--- config.mk ---
export PLATFORM = sky130hd
export DESIGN_NAME = fl
export DESIGN_NICKNAME = d
export VERILOG_FILES = /design/src/rtl/fl.sv
export SDC_FILE = /design/constraint.sdc
export NUM_CORES = 1
export LEC_CHECK = 0
export CORE_MARGIN = 3
export CORE_UTILIZATION = 68
export DETAILED_ROUTE_END_ITERATION = 6
export PLACE_DENSITY = 0.86
export RECOVER_POWER = 25
export SYNTH_ARGS = -nofsm -noshare
export SYNTH_HDL_FRONTEND = slang
export SYNTH_SLANG_ARGS = --single-unit
export TNS_END_PERCENT = 30
--- constraint.sdc ---
create_clock -name clock -period 13.85 [get_ports clock]
set_input_delay 3.4625 -clock clock [delete_from_list [all_inputs] [get_ports clock]]
set_output_delay 3.4625 -clock clock [all_outputs]
set_load 0.03 [all_outputs]
--- src/rtl/fl.sv ---
// fl: physical-register free list for the 2-way out-of-order core.
// A circular FIFO of free physical tags. It grants up to two tags per cycle
// from the head and takes back up to two retired Told tags at the tail.
// Optional feature macro: FL_RECOVERY_EN adds the rob_mispredict port. On a
// mispredict, every speculatively allocated tag goes back to the free list.
module fl #(
   parameter int NUM_PR   = 64,
   parameter int NUM_AR   = 32,
   parameter int PR_WIDTH = 7
) (
   input  logic                clock,
   input  logic                reset,
   input  logic [1:0]          rob_dispatch_num,
   input  logic [1:0]          rob_retire_num,
   input  logic [PR_WIDTH-1:0] rob_retire_pr0,
   input  logic [PR_WIDTH-1:0] rob_retire_pr1,
`ifdef FL_RECOVERY_EN
   input  logic                rob_mispredict,
`endif
   output logic [PR_WIDTH-1:0] fl_pr0,
   output logic [PR_WIDTH-1:0] fl_pr1,
   output logic [1:0]          fl_free_num
);

   localparam int CAP   = NUM_PR - NUM_AR;
   localparam int PTR_W = $clog2(CAP);
   localparam int CNT_W = PTR_W + 1;

   logic [PR_WIDTH-1:0] slot [CAP];
   logic [PTR_W-1:0]    head;
   logic [PTR_W-1:0]    tail;
   logic [CNT_W-1:0]    count;

   logic [PTR_W-1:0]    head_p1;
   logic [PTR_W-1:0]    tail_p1;
   logic [PTR_W-1:0]    head_next;
   logic [PTR_W-1:0]    tail_next;
   logic [CNT_W-1:0]    count_next;
   logic [1:0]          dispatch_req;
   logic [1:0]          retire_req;
   logic [1:0]          alloc_num;
   logic [1:0]          retire_num;
   logic                recover;
   int                  room;

   // Pointer increment modulo CAP, so CAP does not have to be a power of two
   function automatic logic [PTR_W-1:0] ptr_add(input logic [PTR_W-1:0] ptr,
                                                input logic [1:0] inc);
      int sum;
      sum = int'(ptr) + int'(inc);
      if (sum >= CAP) sum = sum - CAP;
      return PTR_W'(sum);
   endfunction

`ifdef FL_RECOVERY_EN
   assign recover = rob_mispredict;
`else
   assign recover = 1'b0;
`endif

   // Outputs depend only on registered state, which gives a zero-cycle grant to mt/ROB
   assign head_p1     = ptr_add(head, 2'd1);
   assign fl_pr0      = slot[head];
   assign fl_pr1      = slot[head_p1];
   assign fl_free_num = (count >= CNT_W'(2)) ? 2'd2 : count[1:0];

   // Clamp illegal requests, then compute the next pointers and count
   always_comb begin
      dispatch_req = rob_dispatch_num;
      retire_req   = rob_retire_num;
      alloc_num    = 2'd0;
      retire_num   = 2'd0;
      room         = 0;
      if (dispatch_req == 2'd3) dispatch_req = 2'd2;
      if (retire_req == 2'd3) retire_req = 2'd2;
      alloc_num = (dispatch_req > fl_free_num) ? fl_free_num : dispatch_req;
      if (recover) alloc_num = 2'd0;
      room       = CAP - int'(count) + int'(alloc_num);
      retire_num = (int'(retire_req) > room) ? 2'(room) : retire_req;
      tail_p1    = ptr_add(tail, 2'd1);
      tail_next  = ptr_add(tail, retire_num);
      head_next  = recover ? tail_next : ptr_add(head, alloc_num);
      count_next = recover ? CNT_W'(CAP)
                           : count - CNT_W'(alloc_num) + CNT_W'(retire_num);
   end

   // State update: reset reloads tags NUM_AR..NUM_PR-1; frees write at the tail
   always_ff @(posedge clock) begin
      if (reset) begin
         for (int i = 0; i < CAP; i++) slot[i] <= PR_WIDTH'(NUM_AR + i);
         head  <= '0;
         tail  <= '0;
         count <= CNT_W'(CAP);
      end else begin
         if (retire_num != 2'd0) slot[tail]    <= rob_retire_pr0;
         if (retire_num == 2'd2) slot[tail_p1] <= rob_retire_pr1;
         head  <= head_next;
         tail  <= tail_next;
         count <= count_next;
      end
   end

`ifndef SYNTHESIS
   // Flag requests that had to be clamped: over-allocation, over-free, or a count of 3
   always_ff @(posedge clock) begin
      if (!reset) begin
         assert (recover || (alloc_num == rob_dispatch_num))
            else $warning("fl: dispatch request %0d clamped to %0d", rob_dispatch_num, alloc_num);
         assert (retire_num == rob_retire_num)
            else $warning("fl: retire request %0d clamped to %0d", rob_retire_num, retire_num);
      end
   end
`endif

endmodule

=== Yosys cells after proc, flatten, opt, wreduce, memory -nomap -nowiden ===
Memories as Yosys holds them, arrays and structs flattened. A register that Yosys moved wholly into a read port is not among the register bits.
Index checks and enable logic that the tools add are counted.

* Memories: 1
* Bits of input ports: 20
* Register bits: 16
* Output and inout bits: 16
* Bits in writable memories: 224

{| class="wikitable"
|+ Memories
! name !! depth !! width !! read ports !! clocked after memory_dff !! wr ports !! line !! source
|-
| slot || 32 || 7 || 2 || 1 || 32 || 29 || <nowiki>logic [PR_WIDTH-1:0] slot [CAP];</nowiki>
|}

* Reduce and logical (&&, ||, !) cells: 3
* Equal/unequal tests: 3
* Magnitude comparators: 7
* Add/subtract/negate cells: 12
* Mux-type cells: 24

{| class="wikitable"
|+ Operators by type and width
! operator !! count
|-
| $mux W5 || 7
|-
| $ge A6 B6 Y1 const B || 4
|-
| $sub A5 B1 Y5 const B || 4
|-
| $mux W7 || 2
|-
| $reduce_or A7 Y1 || 2
|-
| $add A5 B1 Y6 const B || 2
|-
| $add A5 B2 Y6 || 2
|-
| $mux W1 || 10
|-
| $mux W2 || 5
|-
| $add A7 B3 Y8 || 1
|-
| $gt A3 B8 Y1 || 1
|-
| $sub A6 B6 Y7 const A || 1
|-
| $add A6 B2 Y6 || 1
|-
| $eq A2 B2 Y1 const B || 3
|-
| $ge A6 B2 Y1 const B || 1
|-
| $sub A6 B2 Y6 || 1
|-
| $gt A2 B2 Y1 || 1
|-
| $reduce_bool A2 Y1 || 1
|}

=== Logic depth before layout (Yosys ltp) ===
Gate-level depths: netlist of the first run.

* Word-level depth: 13
* Depth in mapped cells: 33
* Depth with buffers taken out: 32

=== Least setup slack after synthesis of the first run ===
OpenSTA, ideal clock, no wires.

* Kind: input port to flip-flop
* From: input rob_dispatch_num[1]
* To: register count[5]
* Slack: 5.065 ns
* Path buffers: 2
* Library setup time: 0.129 ns
* Cell stages on the path: 25
* Arrival time: 8.656 ns
* Path through: nand2b_1 -> ha_1 -> nand3_1 -> o211ai_1 -> a21oi_1 -> a21oi_1 -> ha_1 -> fa_1 -> inv_1 -> ha_1 -> nor2b_1 -> o211a_1 -> o41a_1 -> a21oi_1 -> buf_2 -> buf_2 -> o21ai_0 -> fa_1 -> ha_1 -> a21o_1 -> a21oi_1 -> o21bai_1 -> a21oi_1 -> xnor2_1 -> nand2_1

* Word-level cells in the longest chain between the ends: 8
* Elaborated cells on any way between the ends: 9
* Those cells by class: add/sub: 3; order compare: 2; eq/ne: 1; mux: 3

{| class="wikitable"
|+ RTL lines
! what !! line !! source
|-
| from (decl) || 13 || <nowiki>input logic [1:0] rob_dispatch_num,</nowiki>
|-
| $eq A2 B2 Y1 || 74 || <nowiki>if (dispatch_req == 2'd3) dispatch_req = 2'd2;</nowiki>
|-
| $mux W2 * || 74 ||
|-
| $gt A2 B2 Y1 || 76 || <nowiki>alloc_num = (dispatch_req > fl_free_num) ? fl_free_num : dispatch_req;</nowiki>
|-
| $mux W2 * || 76 ||
|-
| $add A7 B3 Y8 || 78 || <nowiki>room = CAP - int'(count) + int'(alloc_num);</nowiki>
|-
| $gt A3 B8 Y1 || 79 || <nowiki>retire_num = (int'(retire_req) > room) ? 2'(room) : retire_req;</nowiki>
|-
| $mux W2 || 79 ||
|-
| $add A6 B2 Y6 * || 84 || <nowiki>: count - CNT_W'(alloc_num) + CNT_W'(retire_num);</nowiki>
|-
| to (signal assigned) || 93 || <nowiki>count <= CNT_W'(CAP);</nowiki>
|-
| to (signal assigned) || 99 || <nowiki>count <= count_next;</nowiki>
|-
| to (decl) || 32 || <nowiki>logic [CNT_W-1:0] count;</nowiki>
|}

Every way passes the cells marked *; elsewhere a longest branch is shown, timed or not.
A chain may end at the register's enable or synchronous reset.

=== Worst setup path after layout of the first run ===
* From: register head[0]
* To: output fl_pr1[4]

* Word-level cells in the longest chain between the ends: 4
* Elaborated cells on any way between the ends: 5
* Those cells by class: add/sub: 2; order compare: 1; mux: 1; memory: 1

{| class="wikitable"
|+ RTL lines
! what !! line !! source
|-
| from (decl) || 30 || <nowiki>logic [PTR_W-1:0] head;</nowiki>
|-
| from (signal assigned) || 97 || <nowiki>head <= head_next;</nowiki>
|-
| $add A5 B1 Y6 * || 50 || <nowiki>sum = int'(ptr) + int'(inc);</nowiki>
|-
| $sub A5 B1 Y5 or $ge A6 B6 Y1 (tied branches) || 51 || <nowiki>if (sum >= CAP) sum = sum - CAP;</nowiki>
|-
| $mux W5 * || 51 ||
|-
| $mem_v2 Z32 W7 * || -- ||
|-
| to (decl) || 21 || <nowiki>output logic [PR_WIDTH-1:0] fl_pr1,</nowiki>
|}

Marks and branches as above.

==> impl_metrics.toml, run 1 <==
[drt]
dr.pass1.iters = 7
drc = 37
wire_per_inst_um = 39.2
num_vias = 12639
routed_via_density = 9.31
ant_nets = 0
drt_wl_total_mm = 53.2
drt-initial-drc-count = 3435

[clocking]
cts.root.buffer_cell = "clkbuf_16"
path_clk_slew_ns = 0.06
htreeDepth = 1
ctsResizeCount = 0
cts_made_buffers = 26
cts_tree = "yes"
cts_setup_buffers = 0
clock_latency_ns = 0.56
numClockSinks = 240
cts_buffer_depth = 3
cts_hold_buf = 0

[setup_path]
crit_fanout = 39
r2r-end = "slot[28][0]$_DFFE_PP_"
r2r-start = "count[2]$_SDFF_PP0_"
cp-startpoint = "head[0]$_SDFF_PP0_"
max_stage_delay_ns = 1.94
endpoint_kind = "output port"
crit_path_top_delay_cell = "dfxtp_1"
worstPathArrival_ns = 7.23
start_kind = "flip-flop"
crit_top_cell = "clkbuf_1"
worstSetupPathType = "reg2out"
endpoint = "fl_pr1[4]"
reg2reg_depth = 20
r2r_slack_ns = 6.19
required_ns = 10.39
crit_chain = "clkbuf_1 > nand3_1 > xor2_1 > clkbuf_1 > mux4_2 > mux2_2 > dlygate4sd3_1"

[floorplanning]
fp.dieW_um = 156
rows = 54
fp.dieArea_um2 = 24200
initial_utilization_pct = 69.4
io_pins = 36
coreArea_um2 = 21900
die_h_um = 156

[timing]
fin_ws_ns = 3.16
hold-worst-slack_ns = 0.709
finalHoldViolCount = 0
relSlewSlack_pct = -104
fin_crit_sh_pct = 77.2
period_needed_ns = 10.69
worst_pin_slew_ns = 3.06
maxSlewViolCount = 184
finalClockSkew_ns = 0.0290
max_freq_mhz = 93.5
final-setup-viol-count = 0
tns_ns = 0
rsz0062_at_grt = "false"

[cells_and_area]
finish.utilization_pct = 74.7
multiInputGateArea_um2 = 7530
stdcell_area_um2 = 16400
seqCellArea_um2 = 7050
nFillCells = 1369
mostFrequentLayoutCell = "edfxtp_1"
area_growth_pct = 7.61
layout_common_cells = "edfxtp_1 (224), mux4_2 (140), o32a_1 (73)"
num-nets-final = 1109
stdcell_count = 1358
drive_above_1_share_pct = 20.8

[synthesis]
ys_seq_elements = 240
ys_types = 66
netlist.area_leader.share_pct = 44.2
syn-num-nets = 1159
ys_seq_area_share_pct = 46.4
yosysTopAreaCell = "edfxtp_1"
synth_cells = 1108
synth_area_um2 = 15200
avgSynthCellArea_um2 = 13.7
synth-async-reset-ratio_pct = 0
synth_edf_count = 224
yosysWarningCount = 0
synth_flop_cell = "edfxtp_1"
synth.area.top_cells = "edfxtp_1 (44%), mux4_2 (21%), o32a_1 (4.8%), clkbuf_1 (2.7%), ha_1 (2.1%)"

[power]
vdd_ir_drop_max_mv = 0.301
p_int_mw = 2.02
p_sw_share_pct = 45.6
power.density_nw_per_um2 = 227
power_frac_comb_pct = 55.5
switchingPower_mw = 1.69
power_frac_seq_pct = 25.7
clockPowerShare_pct = 18.8
p_total_mw = 3.71
leakage_nw = 4.54

[placed_design]
dp_hpwl_mm = 35.5
placedCellCount = 1310
place_area_um2 = 15600
finalWeightedCongestion = 1.03
port_buffers = 35
place_ws_ns = 4.15

[grt]
grt_pass1_vias = 12050
overflow = 0
antenna_found_initial = 3
grt_pass1_wl_mm = 78.5
grt_start_max_net_pins = 57
grt_usage_pct = 44.1

[job]
cap_violations = 8

[status]
violations = "DRC, capacitance limit, slew limit"
status = "finished, violations left"

[min_path]
hold_class = "reg2reg"
-- cells in the mapped netlist, drive strengths merged, types with 14 or more instances --
| master | n |
|---|---|
| mux2 | 14 |
| inv | 21 |
| o221ai | 19 |
| edfxtp | 224 |
| nand2 | 31 |
| o32a | 73 |
| buf | 31 |
| clkbuf | 108 |
| ha | 26 |
| nor2 | 38 |
| o21ai | 35 |
| o2111ai | 14 |
| dfxtp | 16 |
| a21oi | 44 |
| nand3 | 22 |
| mux4 | 140 |
| o32ai | 26 |
| o22ai | 39 |
-- flip-flops by register name (all words and copies together), names as in the netlist --
name / count
count: 6
head: 5
slot: 224
tail: 5
-- power by group through the flow --
| stage | Combinational (mW) | Clock [mW] | Sequential, mW |
|---|---|---|---|
| 6_report | 2.06 | 0.699 | 0.955 |
| 5_1_grt | 2.13 | 0.724 | 0.958 |
| 4_1_cts | 2.00 | 0.690 | 0.951 |
| 3_5_place_dp | 1.98 | 0 | 0.965 |
| 3_3_place_gp | 1.93 | 0 | 0.958 |
| 2_1_floorplan | 1.45 | 0 | 0.899 |
-- area by class of cell --
cell class	count	area share [%]
sequential	240	43.1
tap	280	2.14
clock buffer	28	4.02
clock inverter	19	1.10
antenna	1	0.0153
timing repair buffer	61	3.13
inverter	21	0.482
multi-input combinational	708	46.0
-- how the worst min path moves through the flow --
stage	start	to	cells after the start
after floorplan	tail[0]$_SDFF_PP0_	tail[0]$_SDFF_PP0_	2
after global placement	count[0]$_SDFF_PP0_	count[0]$_SDFF_PP0_	2
after detailed placement	count[0]$_SDFF_PP0_	count[0]$_SDFF_PP0_	2
after CTS	count[0]$_SDFF_PP0_	count[0]$_SDFF_PP0_	2
after global routing	count[0]$_SDFF_PP0_	count[0]$_SDFF_PP0_	2
final	count[0]$_SDFF_PP0_	count[0]$_SDFF_PP0_	2
-- cell families after synthesis --
family / synth area share, %
compound gates: 19.5
flops: 46.4
buf+inv: 4.06
mux: 21.8
simple gates: 4.49
fa+ha+maj: 2.80
xor+xnor: 0.979
-- metal layers --
layer  vias up  global-route usage (%)  share of wire [%]
li1       4695                       -                  -
met1      5934                    56.9                 30
met2      1566                    64.2                 43
met3       436                    17.4                 18
met4         8                    24.8                9.2
met5         -                    1.98               0.27
-- critical path, delay by kind of cell (launching register included) --
family        cells  cell delay [ns]
flops             1             1.94
mux               2             0.72
buf+inv           3             3.04
xor+xnor          1             0.68
simple gates      1             0.22
Note: power is estimated with default switching activity, not from simulation.
==> run 2, diff against run 1 <==
--- a/config.mk
+++ b/config.mk
@@ -6,9 +6,9 @@
 export NUM_CORES = 1
 export LEC_CHECK = 0
 export CORE_MARGIN = 3
-export CORE_UTILIZATION = 68
+export CORE_UTILIZATION = 63
 export DETAILED_ROUTE_END_ITERATION = 6
-export PLACE_DENSITY = 0.86
+export PLACE_DENSITY = 0.81
 export RECOVER_POWER = 25
 export SYNTH_ARGS = -nofsm -noshare
 export SYNTH_HDL_FRONTEND = slang
==> constraint.sdc (replaced) <==
create_clock -name clock -period 10.9 [get_ports clock]
set_input_delay 2.725 -clock clock [delete_from_list [all_inputs] [get_ports clock]]
set_output_delay 2.725 -clock clock [all_outputs]
set_load 0.03 [all_outputs]
==> impl_metrics.toml, run 2 (synthesized netlist as in run 1, its figures left out) <==
[power]
p_sw_share_pct = 44.9
clockPowerShare_pct = 19.9
power_frac_seq_pct = 25.4
leakage_nw = 4.59
vdd_ir_drop_max_mv = 0.255
p_int_mw = 2.65
power_frac_comb_pct = 54.6
power.density_nw_per_um2 = 291
switchingPower_mw = 2.16

[clocking]
numClockSinks = 240
cts_setup_buffers = 0
htreeDepth = 1
path_clk_slew_ns = 0.06
cts_buffer_depth = 3
cts.root.buffer_cell = "clkbuf_16"
cts_tree = "yes"
ctsResizeCount = 0
cts_made_buffers = 27
cts_hold_buf = 0
clock_latency_ns = 0.54

[setup_path]
worstSetupPathType = "reg2out"
required_ns = 8.18
endpoint_kind = "output port"
worstPathArrival_ns = 6.85
start_kind = "flip-flop"
crit_fanout = 49

[drt]
routed_via_density = 8.91
drt-initial-drc-count = 2871
dr.pass1.iters = 7
num_vias = 12489
drt_wl_total_mm = 52.9
drc = 175
ant_nets = 0
wire_per_inst_um = 37.8

[cells_and_area]
largest_reg_flops = 224
layout_common_cells = "edfxtp_1 (224), mux4_2 (140), o32a_1 (73)"
area_growth_pct = 8.77
num_antenna_cells = 0
stdcell_area_um2 = 16500
mostFrequentLayoutCell = "edfxtp_1"
top_register = "slot"
drive_above_1_share_pct = 21.8
reg.largest.list = "slot x224, count x6"
num-nets-final = 1114

[floorplanning]
initial_utilization_pct = 64.4
rows = 56
die_h_um = 161
fp.dieArea_um2 = 26000
fp.dieW_um = 161
coreArea_um2 = 23600
io_pins = 36

[grt]
antenna_found_initial = 2
grtUsageMet1_pct = 53.6
global_route.usage.met3_pct = 15.4
grt_usage_pct = 40.5
use_met2_pct = 60.3
grt_start_max_net_pins = 50
grt_busiest_layer = "met2"
overflow = 0
grt_pass1_wl_mm = 77.8
grt_pass1_vias = 11844

[placed_design]
dp_hpwl_mm = 35.4
finalWeightedCongestion = 1.03
port_buffers = 35
place_area_um2 = 15700

[status]
violations = "DRC, capacitance limit, slew limit"
status = "finished, violations left"

[job]
cap_violations = 3

[timing]
worst_pin_slew_ns = 3.46
fin_crit_sh_pct = 87.8
relSlewSlack_pct = -131
finalHoldViolCount = 0
maxSlewViolCount = 64
finalClockSkew_ns = 0.0193
period_needed_ns = 9.57
rsz0062_at_grt = "false"
hold-worst-slack_ns = 0.718
final-setup-viol-count = 0
max_freq_mhz = 104
tns_ns = 0

[min_path]
hold_class = "reg2reg"
run 2: layout make-up:
type,instances,area [um2]
flip-flops and latches,240,7050
repair buffers,65,553
clock inverters,16,206
inverters,21,78.8
clock buffers,32,704
fillers,1546,7080
well taps,319,399
multi-input cells,708,7540
run 2: layer usage:
metal | vias up | part of all wire (%)
li1 | 4685 | -
met1 | 5960 | 31
met2 | 1497 | 43
met3 | 343 | 18
met4 | 4 | 7.1
met5 | - | 0.089
run 2: worst paths after layout:
path                             from               endpoint  slack (ns)  cells after the start
hold / removal    count[0]$_SDFF_PP0_    count[0]$_SDFF_PP0_        0.72                      2
hold reg to reg   count[0]$_SDFF_PP0_    count[0]$_SDFF_PP0_        0.72                      2
setup reg to reg  count[2]$_SDFF_PP0_  slot[28][3]$_DFFE_PP_        2.95                     22
setup / recovery   head[0]$_SDFF_PP0_              fl_pr1[3]        1.33                      7
run 2: power by group through the flow:
stage / clock network [mW] / logic [mW] / registers (mW)
6_report: 0.958 / 2.62 / 1.22
5_1_grt: 0.982 / 2.73 / 1.23
4_1_cts: 0.946 / 2.55 / 1.21
3_5_place_dp: 0 / 2.53 / 1.23
3_3_place_gp: 0 / 2.48 / 1.22
2_1_floorplan: 0 / 1.84 / 1.14
run 2: metrics by stage:
step / utilization (%) / instances / power, mW / worst slack (ns)
floorplan: - / 1108 / 2.98 / 2.85
detailed placement: 66.5 / 1353 / 3.76 / 1.67
global route: 70.0 / 1401 / 4.94 / 0.913
finish: 70.0 / 1401 / 4.80 / 1.33
CTS: 70.3 / 1401 / 4.71 / 2.23
global placement: 66.5 / 1353 / 3.70 / 1.94
run 2: worst max-delay path, cell delays in order, from the launching register on:
cell and delay [ns]:
dfxtp_4 0.79, clkbuf_1 2.49, nand3_1 0.27, xor2_1 0.79, clkbuf_1 0.51, mux4_2 0.40, mux2_2 0.31, dlygate4sd3_1 0.70
